$ cat src/rtl/alu_pkg.sv
// Shared opcode encoding and default operand width for the 8-bit ALU.
package alu_pkg;

    localparam int unsigned ALU_WIDTH = 8;

    typedef enum logic [3:0] {
        OP_ADD  = 4'h0,
        OP_SUB  = 4'h1,
        OP_MUL  = 4'h2,
        OP_DIV  = 4'h3,
        OP_INC  = 4'h4,
        OP_DEC  = 4'h5,
        OP_AND  = 4'h6,
        OP_OR   = 4'h7,
        OP_NOT  = 4'h8,
        OP_XOR  = 4'h9,
        OP_XNOR = 4'hA,
        OP_NAND = 4'hB,
        OP_NOR  = 4'hC,
        OP_SHL  = 4'hD,
        OP_SHR  = 4'hE,
        OP_RSVD = 4'hF
    } alu_op_e;

endpackage

$ cat src/rtl/alu_core.sv
// Combinational ALU datapath: next result and carry/borrow/overflow flag from opcode and operands.
module alu_core
    import alu_pkg::*;
#(
    parameter int unsigned WIDTH = ALU_WIDTH
) (
    input  logic [3:0]         i_opcode,
    input  logic [WIDTH-1:0]   i_a,
    input  logic [WIDTH-1:0]   i_b,
    output logic [2*WIDTH-1:0] o_result,
    output logic               o_carry
);

    logic [WIDTH:0]     w_sum;
    logic [WIDTH:0]     w_diff;
    logic [WIDTH:0]     w_inc;
    logic [WIDTH:0]     w_dec;
    logic [2*WIDTH-1:0] w_prod;
    logic [WIDTH-1:0]   w_quot;
    logic [WIDTH-1:0]   w_rem;
    logic [WIDTH-1:0]   w_logic;
    logic               w_is_logic;
    logic               w_b_zero;

    // Bit WIDTH of the extended differences is the borrow.
    assign w_sum    = {1'b0, i_a} + {1'b0, i_b};
    assign w_diff   = {1'b0, i_a} - {1'b0, i_b};
    assign w_inc    = {1'b0, i_a} + (WIDTH+1)'(1);
    assign w_dec    = {1'b0, i_a} - (WIDTH+1)'(1);
    assign w_prod   = {{WIDTH{1'b0}}, i_a} * {{WIDTH{1'b0}}, i_b};
    assign w_b_zero = (i_b == '0);
    assign w_quot   = w_b_zero ? '0 : i_a / i_b;
    assign w_rem    = w_b_zero ? '0 : i_a % i_b;

    always_comb begin
        w_logic    = '0;
        w_is_logic = 1'b1;
        case (alu_op_e'(i_opcode))
            OP_AND:  w_logic = i_a & i_b;
            OP_OR:   w_logic = i_a | i_b;
            OP_NOT:  w_logic = ~i_a;
            OP_XOR:  w_logic = i_a ^ i_b;
            OP_XNOR: w_logic = ~(i_a ^ i_b);
            OP_NAND: w_logic = ~(i_a & i_b);
            OP_NOR:  w_logic = ~(i_a | i_b);
            default: w_is_logic = 1'b0;
        endcase
    end

    always_comb begin
        o_result = '0;
        o_carry  = 1'b0;
        case (alu_op_e'(i_opcode))
            OP_ADD: begin
                o_result = {{(WIDTH-1){1'b0}}, w_sum};
                o_carry  = w_sum[WIDTH];
            end
            OP_SUB: begin
                o_result = {{WIDTH{1'b0}}, w_diff[WIDTH-1:0]};
                o_carry  = w_diff[WIDTH];
            end
            OP_MUL: begin
                o_result = w_prod;
                o_carry  = |w_prod[2*WIDTH-1:WIDTH];
            end
            OP_DIV: begin
                o_result = {w_rem, w_quot};
                o_carry  = w_b_zero;
            end
            OP_INC: begin
                o_result = {{(WIDTH-1){1'b0}}, w_inc};
                o_carry  = w_inc[WIDTH];
            end
            OP_DEC: begin
                o_result = {{WIDTH{1'b0}}, w_dec[WIDTH-1:0]};
                o_carry  = w_dec[WIDTH];
            end
            OP_SHL: begin
                o_result = {{WIDTH{1'b0}}, i_a[WIDTH-2:0], 1'b0};
                o_carry  = i_a[WIDTH-1];
            end
            OP_SHR: begin
                o_result = {{WIDTH{1'b0}}, 1'b0, i_a[WIDTH-1:1]};
                o_carry  = i_a[0];
            end
            default: begin
                if (w_is_logic) begin
                    o_result = {{WIDTH{1'b0}}, w_logic};
                end
            end
        endcase
    end

endmodule

$ cat src/rtl/alu_8_bit.sv
// Registered ALU top: captures the core's result, carry flag and derived zero flag each cycle.
module alu_8_bit
    import alu_pkg::*;
#(
    parameter int unsigned WIDTH = ALU_WIDTH
) (
    input  logic               clk,
    input  logic               rst_n,
    input  logic [3:0]         opcode,
    input  logic [WIDTH-1:0]   operand1,
    input  logic [WIDTH-1:0]   operand2,
    output logic [2*WIDTH-1:0] result,
    output logic               c_flag,
    output logic               z_flag
);

    logic [2*WIDTH-1:0] w_result;
    logic               w_carry;
    logic               w_zero;
    logic [2*WIDTH-1:0] r_result;
    logic               r_c_flag;
    logic               r_z_flag;

    alu_core #(
        .WIDTH (WIDTH)
    ) u_alu_core (
        .i_opcode (opcode),
        .i_a      (operand1),
        .i_b      (operand2),
        .o_result (w_result),
        .o_carry  (w_carry)
    );

    assign w_zero = (w_result == '0);

    always_ff @(posedge clk or negedge rst_n) begin
        if (!rst_n) begin
            r_result <= '0;
            r_c_flag <= 1'b0;
            r_z_flag <= 1'b0;
        end else begin
            r_result <= w_result;
            r_c_flag <= w_carry;
            r_z_flag <= w_zero;
        end
    end

    assign result = r_result;
    assign c_flag = r_c_flag;
    assign z_flag = r_z_flag;

endmodule

$ cat config.mk
export PLATFORM = sky130hd
export DESIGN_NAME = alu_8_bit
export DESIGN_NICKNAME = d
export VERILOG_FILES = /design/src/rtl/alu_pkg.sv /design/src/rtl/alu_core.sv /design/src/rtl/alu_8_bit.sv
export SDC_FILE = /design/constraint.sdc
export NUM_CORES = 1
export LEC_CHECK = 0
export ABC_AREA = 0
export ABC_CLOCK_PERIOD_IN_PS = 800
export CAP_MARGIN = 25
export CORE_MARGIN = 4
export CORE_UTILIZATION = 45
export DETAILED_ROUTE_END_ITERATION = 6
export PLACE_DENSITY = 0.62
export RECOVER_POWER = 25
export SYNTH_ARGS = -nofsm -noshare
export SYNTH_HDL_FRONTEND = slang
export SYNTH_SLANG_ARGS = --single-unit
$ cat constraint.sdc
create_clock -name clk -period 0.8 [get_ports clk]
set_input_delay 0.08 -clock clk [delete_from_list [all_inputs] [get_ports clk]]
set_output_delay 0.08 -clock clk [all_outputs]
set_load 0.03 [all_outputs]
Yosys cells after proc, flatten, opt, wreduce, memory -nomap -nowiden
Cells that the tools add are included.
W data, S select, Z words.
- logic and storage cells: 43
- output and inout port bits: 18
- register bits after elaboration: 18
- bitwise logic cells: 7
- mux-type cells: 7
- reductions and logical operators: 5
- $mul: 1
- eq/ne operators: 14
- divide/modulo/power cells: 2
- add/sub/neg operators: 4
- operators by type and width (cell ; number):
    $pmux W16 S8 ; 1
    $pmux W8 S7 ; 1
    $not A8 Y8 ; 4
    $eq A4 B4 Y1 const B ; 7
    $mux W8 ; 3
    $eq A4 B3 Y1 const B ; 4
    $logic_not A16 Y1 ; 1
    $mul A8 B8 Y16 ; 1
    $add A8 B1 Y9 const B ; 1
    $add A8 B8 Y9 ; 1
    $sub A8 B1 Y9 const B ; 1
    $sub A8 B8 Y9 ; 1
    $and A8 B8 Y8 ; 1
    $div A8 B8 Y8 ; 1
    $eq A4 B2 Y1 const B ; 2
    $logic_not A8 Y1 ; 1
    $mod A8 B8 Y8 ; 1
    $or A8 B8 Y8 ; 1
    $pmux W1 S8 ; 1
    $reduce_or A8 Y1 ; 1
    $xor A8 B8 Y8 ; 1
    $reduce_or A7 Y1 ; 1
    $eq A4 B1 Y1 const B ; 1
    $logic_not A4 Y1 ; 1
    $mux W1 ; 1

Depth between registers and ports, before layout
- depth in word-level cells: 6
- depth in mapped cells: 52
- depth with buffers taken out: 51

Cells and area by module
A second synthesis with hierarchy kept.
- cells, all modules: 831
- area total of the unflattened synthesis: 6332.3 um2
- by module, submodules not included (module ; cells an instance ; instances ; area an instance (um2)):
    alu_core ; 808 ; 1 ; 5848.1
    alu_8_bit ; 23 ; 1 ; 484.2

Worst setup path before layout
Ideal clock, no wire load.
- kind: input port to flip-flop
- start: input operand2[6]
- end: register r_z_flag (netlist: z_flag)
- slack: -10.120 ns
- stages: 50
- data arrival time: 10.825 ns
- path buffers: 1
- cell sequence: buf_4 > nor4_2 > nand2_1 > nor2_1 > a21oi_1 > a21oi_1 > ha_1 > nor4b_1 > nor3_1 > o2bb2ai_1 > inv_1 > ha_1 > a21oi_1 > a311oi_4 > a211o_2 > nand2_1 > ha_1 > or3_1 > [14 not listed] > mux2_2 > ha_1 > a211oi_1 > o21bai_1 > a22oi_4 > nor3_1 > a21oi_1 > inv_1 > ha_1 > nor2b_1 > o31a_1 > o31ai_1 > a21oi_1 > a22oi_1 > o211ai_1 > a2111oi_0 > nand4_1 > nor4b_2
- elaborated cells between the ends (all ways): 18
- classes of those cells: add/sub (2); mul (1); div (2); mux (5); bitwise (6); reduce/logical (2)
- RTL lines (what ; line ; RTL):
    start: declaration ; alu_8_bit.sv:11 ; input logic [WIDTH-1:0] operand2,
    $mod A8 B8 Y8 or $logic_not A8 Y1 (tied branches) ; alu_core.sv:33, alu_core.sv:31 ;
    $mux W8 ; alu_core.sv:33 ; assign w_rem = w_b_zero ? '0 : i_a % i_b;
    $pmux W16 S8 (*) ; alu_core.sv:53 ; case (alu_op_e'(i_opcode))
    named net u_alu_core.o_result[8] ; alu_core.sv:10 ; output logic [2*WIDTH-1:0] o_result,
    $logic_not A16 Y1 (*) ; alu_8_bit.sv:34 ; assign w_zero = (w_result == '0);
    named net w_zero ; alu_8_bit.sv:19 ; logic w_zero;
    end signal: assignment ; alu_8_bit.sv:44 ; r_z_flag <= w_zero;
    end: declaration ; alu_8_bit.sv:22 ; logic r_z_flag;
Mark *: on every way through the listed nets, which the timed path passes. The rest lies on a longest branch.

Worst setup path in the final report
- start: input operand2[4]
- end: register r_z_flag (netlist: z_flag)
- cells in the longest elaborated chain, start to end: 6
- elaborated cells between the ends (all ways): 18
- classes of those cells: add/sub (2); mul (1); div (2); mux (5); bitwise (6); reduce/logical (2)
- ends and longest elaborated chain (what ; line):
    parallel branches: the longest is 4 deep, another holds $div A8 B8 Y8 ; -
    $pmux W16 S8 (*) ; alu_core.sv:53
    $logic_not A16 Y1 (*) ; alu_8_bit.sv:34
    named net w_zero ; alu_8_bit.sv:19
Mark *: on every way through the listed nets, which the timed path passes.

==> results.ini <==
[detailed_routing]
drtAntennaViolNets=0
drt-total-wl_mm=31.9
drt-initial-drc-count=774
vias_per_cell=6.15
post_drt_wl_per_cell_um=22.8
dr.pass1.iters=5
vias=8618
drc=0

[clock_network]
cts-htree-levels=1
numCtsBuffers=3
cts_tree=built
cts_num_sinks=18
cts_hold_buf=0
cts_buffer_depth=2
cts.clk_slew.worst_paths_ns=0.05
cts_root_buf=clkbuf_16

[setup_path]
critPathKind=in2reg
cp_num_buf_inv=9
worst_setup_path_start_kind=primary input
worstPathMaxFanout=7
end_kind=flip-flop
crit_path_frequent_cell=ha_4
cp_data_arrival_time_ns=10.80
critPathTopFamily=compound AO/OA/AOI/OAI gates
crit_slowest_cell=or3_4
required_ns=0.95
cpPeakStageDelay_ns=0.40

[yosys]
synth_area_mm2=0.00665
synthArstFlopShare=1.00
yosys_register_bits=18
synth_area_leaders=ha_1 19%, fa_1 12%, dfrtp_1 6.8%
synthFlopType=dfrtp_1
avgSynthCellArea_um2=7.77
yosysMostFrequentCell=ha_1
synth_cells=856
yosysUniqueCellTypes=87
synth_edf_count=0
ys_top_cells_by_count=102 x ha_1, 89 x inv_1, 70 x nor2_1
yosys_warnings=0
yosysTopAreaCellShare=0.192
syn_nets=1019
synth_top_area_cell=ha_1
yosysSeqAreaShare=0.0678

[timing]
finalCritPeriodShare=13.3
max_slew.worst_pin.slew_ns=0.696
period_needed_ns=10.64
fmax_mhz=94.0
timing.slew.headroom=0.530
grt_setup_unrepaired=yes
timing_hold_violations_final=0
fin_tns_setup_ns=-131.85
slew_violations=0
finalSetupViolCount=36
worst_slack_ns=-9.84

[finish]
diodes=0
drive_gt1_frac=0.483
final_nets=1382
area_delta_synth_final_pct=71.1
fin_util=0.786

[placed_design]
portBuffers=39
hpwl_mm=22.2
place_congestion=0.969

[global_routing]
grt_max_degree=24
grt.total_usage=0.342
grt_pass1_vias=8368
grt_pass1_wl_mm=44.9
gr-total-overflow=0
antenna_found_initial=0

[flow_run]
drv_cap=0

[floorplan]
die_w_um=130
die_h_um=130
core.rowCount=44
initial_utilization=0.459
core_mm2=0.0145
die_area_mm2=0.0168
ioPinCount=40

[pwr]
cellLeakagePower_nw=5.36
peakVddDrop_v=0.000942
power_density_mw_per_mm2=1540

[outcome]
failed_checks=negative setup slack
status=finished, violations left

[hold_path]
holdCritPathClass=in2async

area by class of cell:
type | instances | area, µm²
multi-input cells | 701 | 6760
repair buffers | 402 | 3460
fillers | 882 | 3110
flip-flops and latches | 18 | 450
inverters | 93 | 384
well taps | 184 | 230
clock buffers | 4 | 88.8
layout by cell type, fill, tap and decap left out, types with 7 or more instances in the layout:
cell type	synthesis	routed
buf_4	1	319
ha_1	102	73
inv_1	89	69
nand2_1	65	58
nor2_1	70	49
buf_6	1	46
a21oi_1	52	40
fa_1	39	34
ha_4	0	24
xnor2_1	24	22
o21ai_0	30	20
nor3_1	24	18
nand3_1	21	18
dfrtp_1	18	18
inv_2	1	16
buf_12	0	14
a21o_1	13	13
nand2b_1	13	13
o21a_1	14	12
o211ai_1	11	11
nor2_4	0	11
nor2_2	0	10
nor2b_1	11	10
or2_2	9	9
a31oi_1	10	9
a21oi_2	1	8
a211oi_1	13	8
mux2i_1	12	8
o21ai_2	0	7
nand4_1	7	7
or3_1	13	7
final timing paths:
kind | from | end | slack [ns] | cells past startpoint
worst max-delay path | operand2[4] | z_flag | -9.84 | 54
worst min-delay path | rst_n | result[3] | 0.30 | 2
max in group asynchronous | rst_n | result[12] | 0.22 | 2
min in group clk | operand2[1] | c_flag | 0.69 | 7
cell families (layout without fill, tap and decap cells):
family                   count (synthesis)  in the layout  synth area share
buffers and inverters                  137            499            0.0796
adder cells (fa/ha/maj)                141            141             0.309
AO/OA/AOI/OAI                          234            234             0.255
multiplexers                            20             20            0.0344
AND/OR/NAND/NOR                        274            274             0.212
flip-flops                              18             18            0.0678
XOR/XNOR                                32             32            0.0422
flip-flops by register name, indices dropped and copies added, names as in the netlist:
name / count
result: 16
c_flag: 1
z_flag: 1
metrics by stage:
| stage | cells | worst slack (ns) | hold WS [ns] | instance area [µm²] | total power, mW |
|---|---|---|---|---|---|
| detailed placement | 1325 | -10.19 | 0.430 | 9690 | 13.3 |
| finish | 1402 | -9.84 | 0.295 | 11400 | 17.5 |
| CTS | 1363 | -9.30 | 0.171 | 10700 | 15.5 |
| global route | 1402 | -10.25 | 0.343 | 11400 | 18.4 |
| floorplan | 856 | -9.15 | -0.216 | 7170 | 8.27 |
| global placement | 1325 | -9.74 | 0.432 | 9690 | 13.0 |
power by group:
| group | switching, mW | internal [mW] |
|---|---|---|
| Clock | 0.305 | 0.759 |
| Combinational | 7.76 | 7.54 |
| Sequential | 0.0651 | 1.04 |
| Total | 8.13 | 9.34 |
timing repair:
action / 4_1_cts / 5_1_grt
setup endpoints to repair: 36 / 36
gates cloned: 2 / 0
setup buffers: 34 / 45
gates resized for setup: 181 / 106
pin swaps: 60 / 81
layer usage:
| metal | track usage | vias up | routed length [µm] |
|---|---|---|---|
| met4 | 0.142 | 0 | 2160 |
| li1 | - | 3824 | - |
| met2 | 0.600 | 528 | 15100 |
| met1 | 0.425 | 4106 | 11900 |
| met3 | 0.0396 | 160 | 2740 |
| met5 | 0 | - | 0 |
No activity file was read; power rests on OpenSTA's default activity.
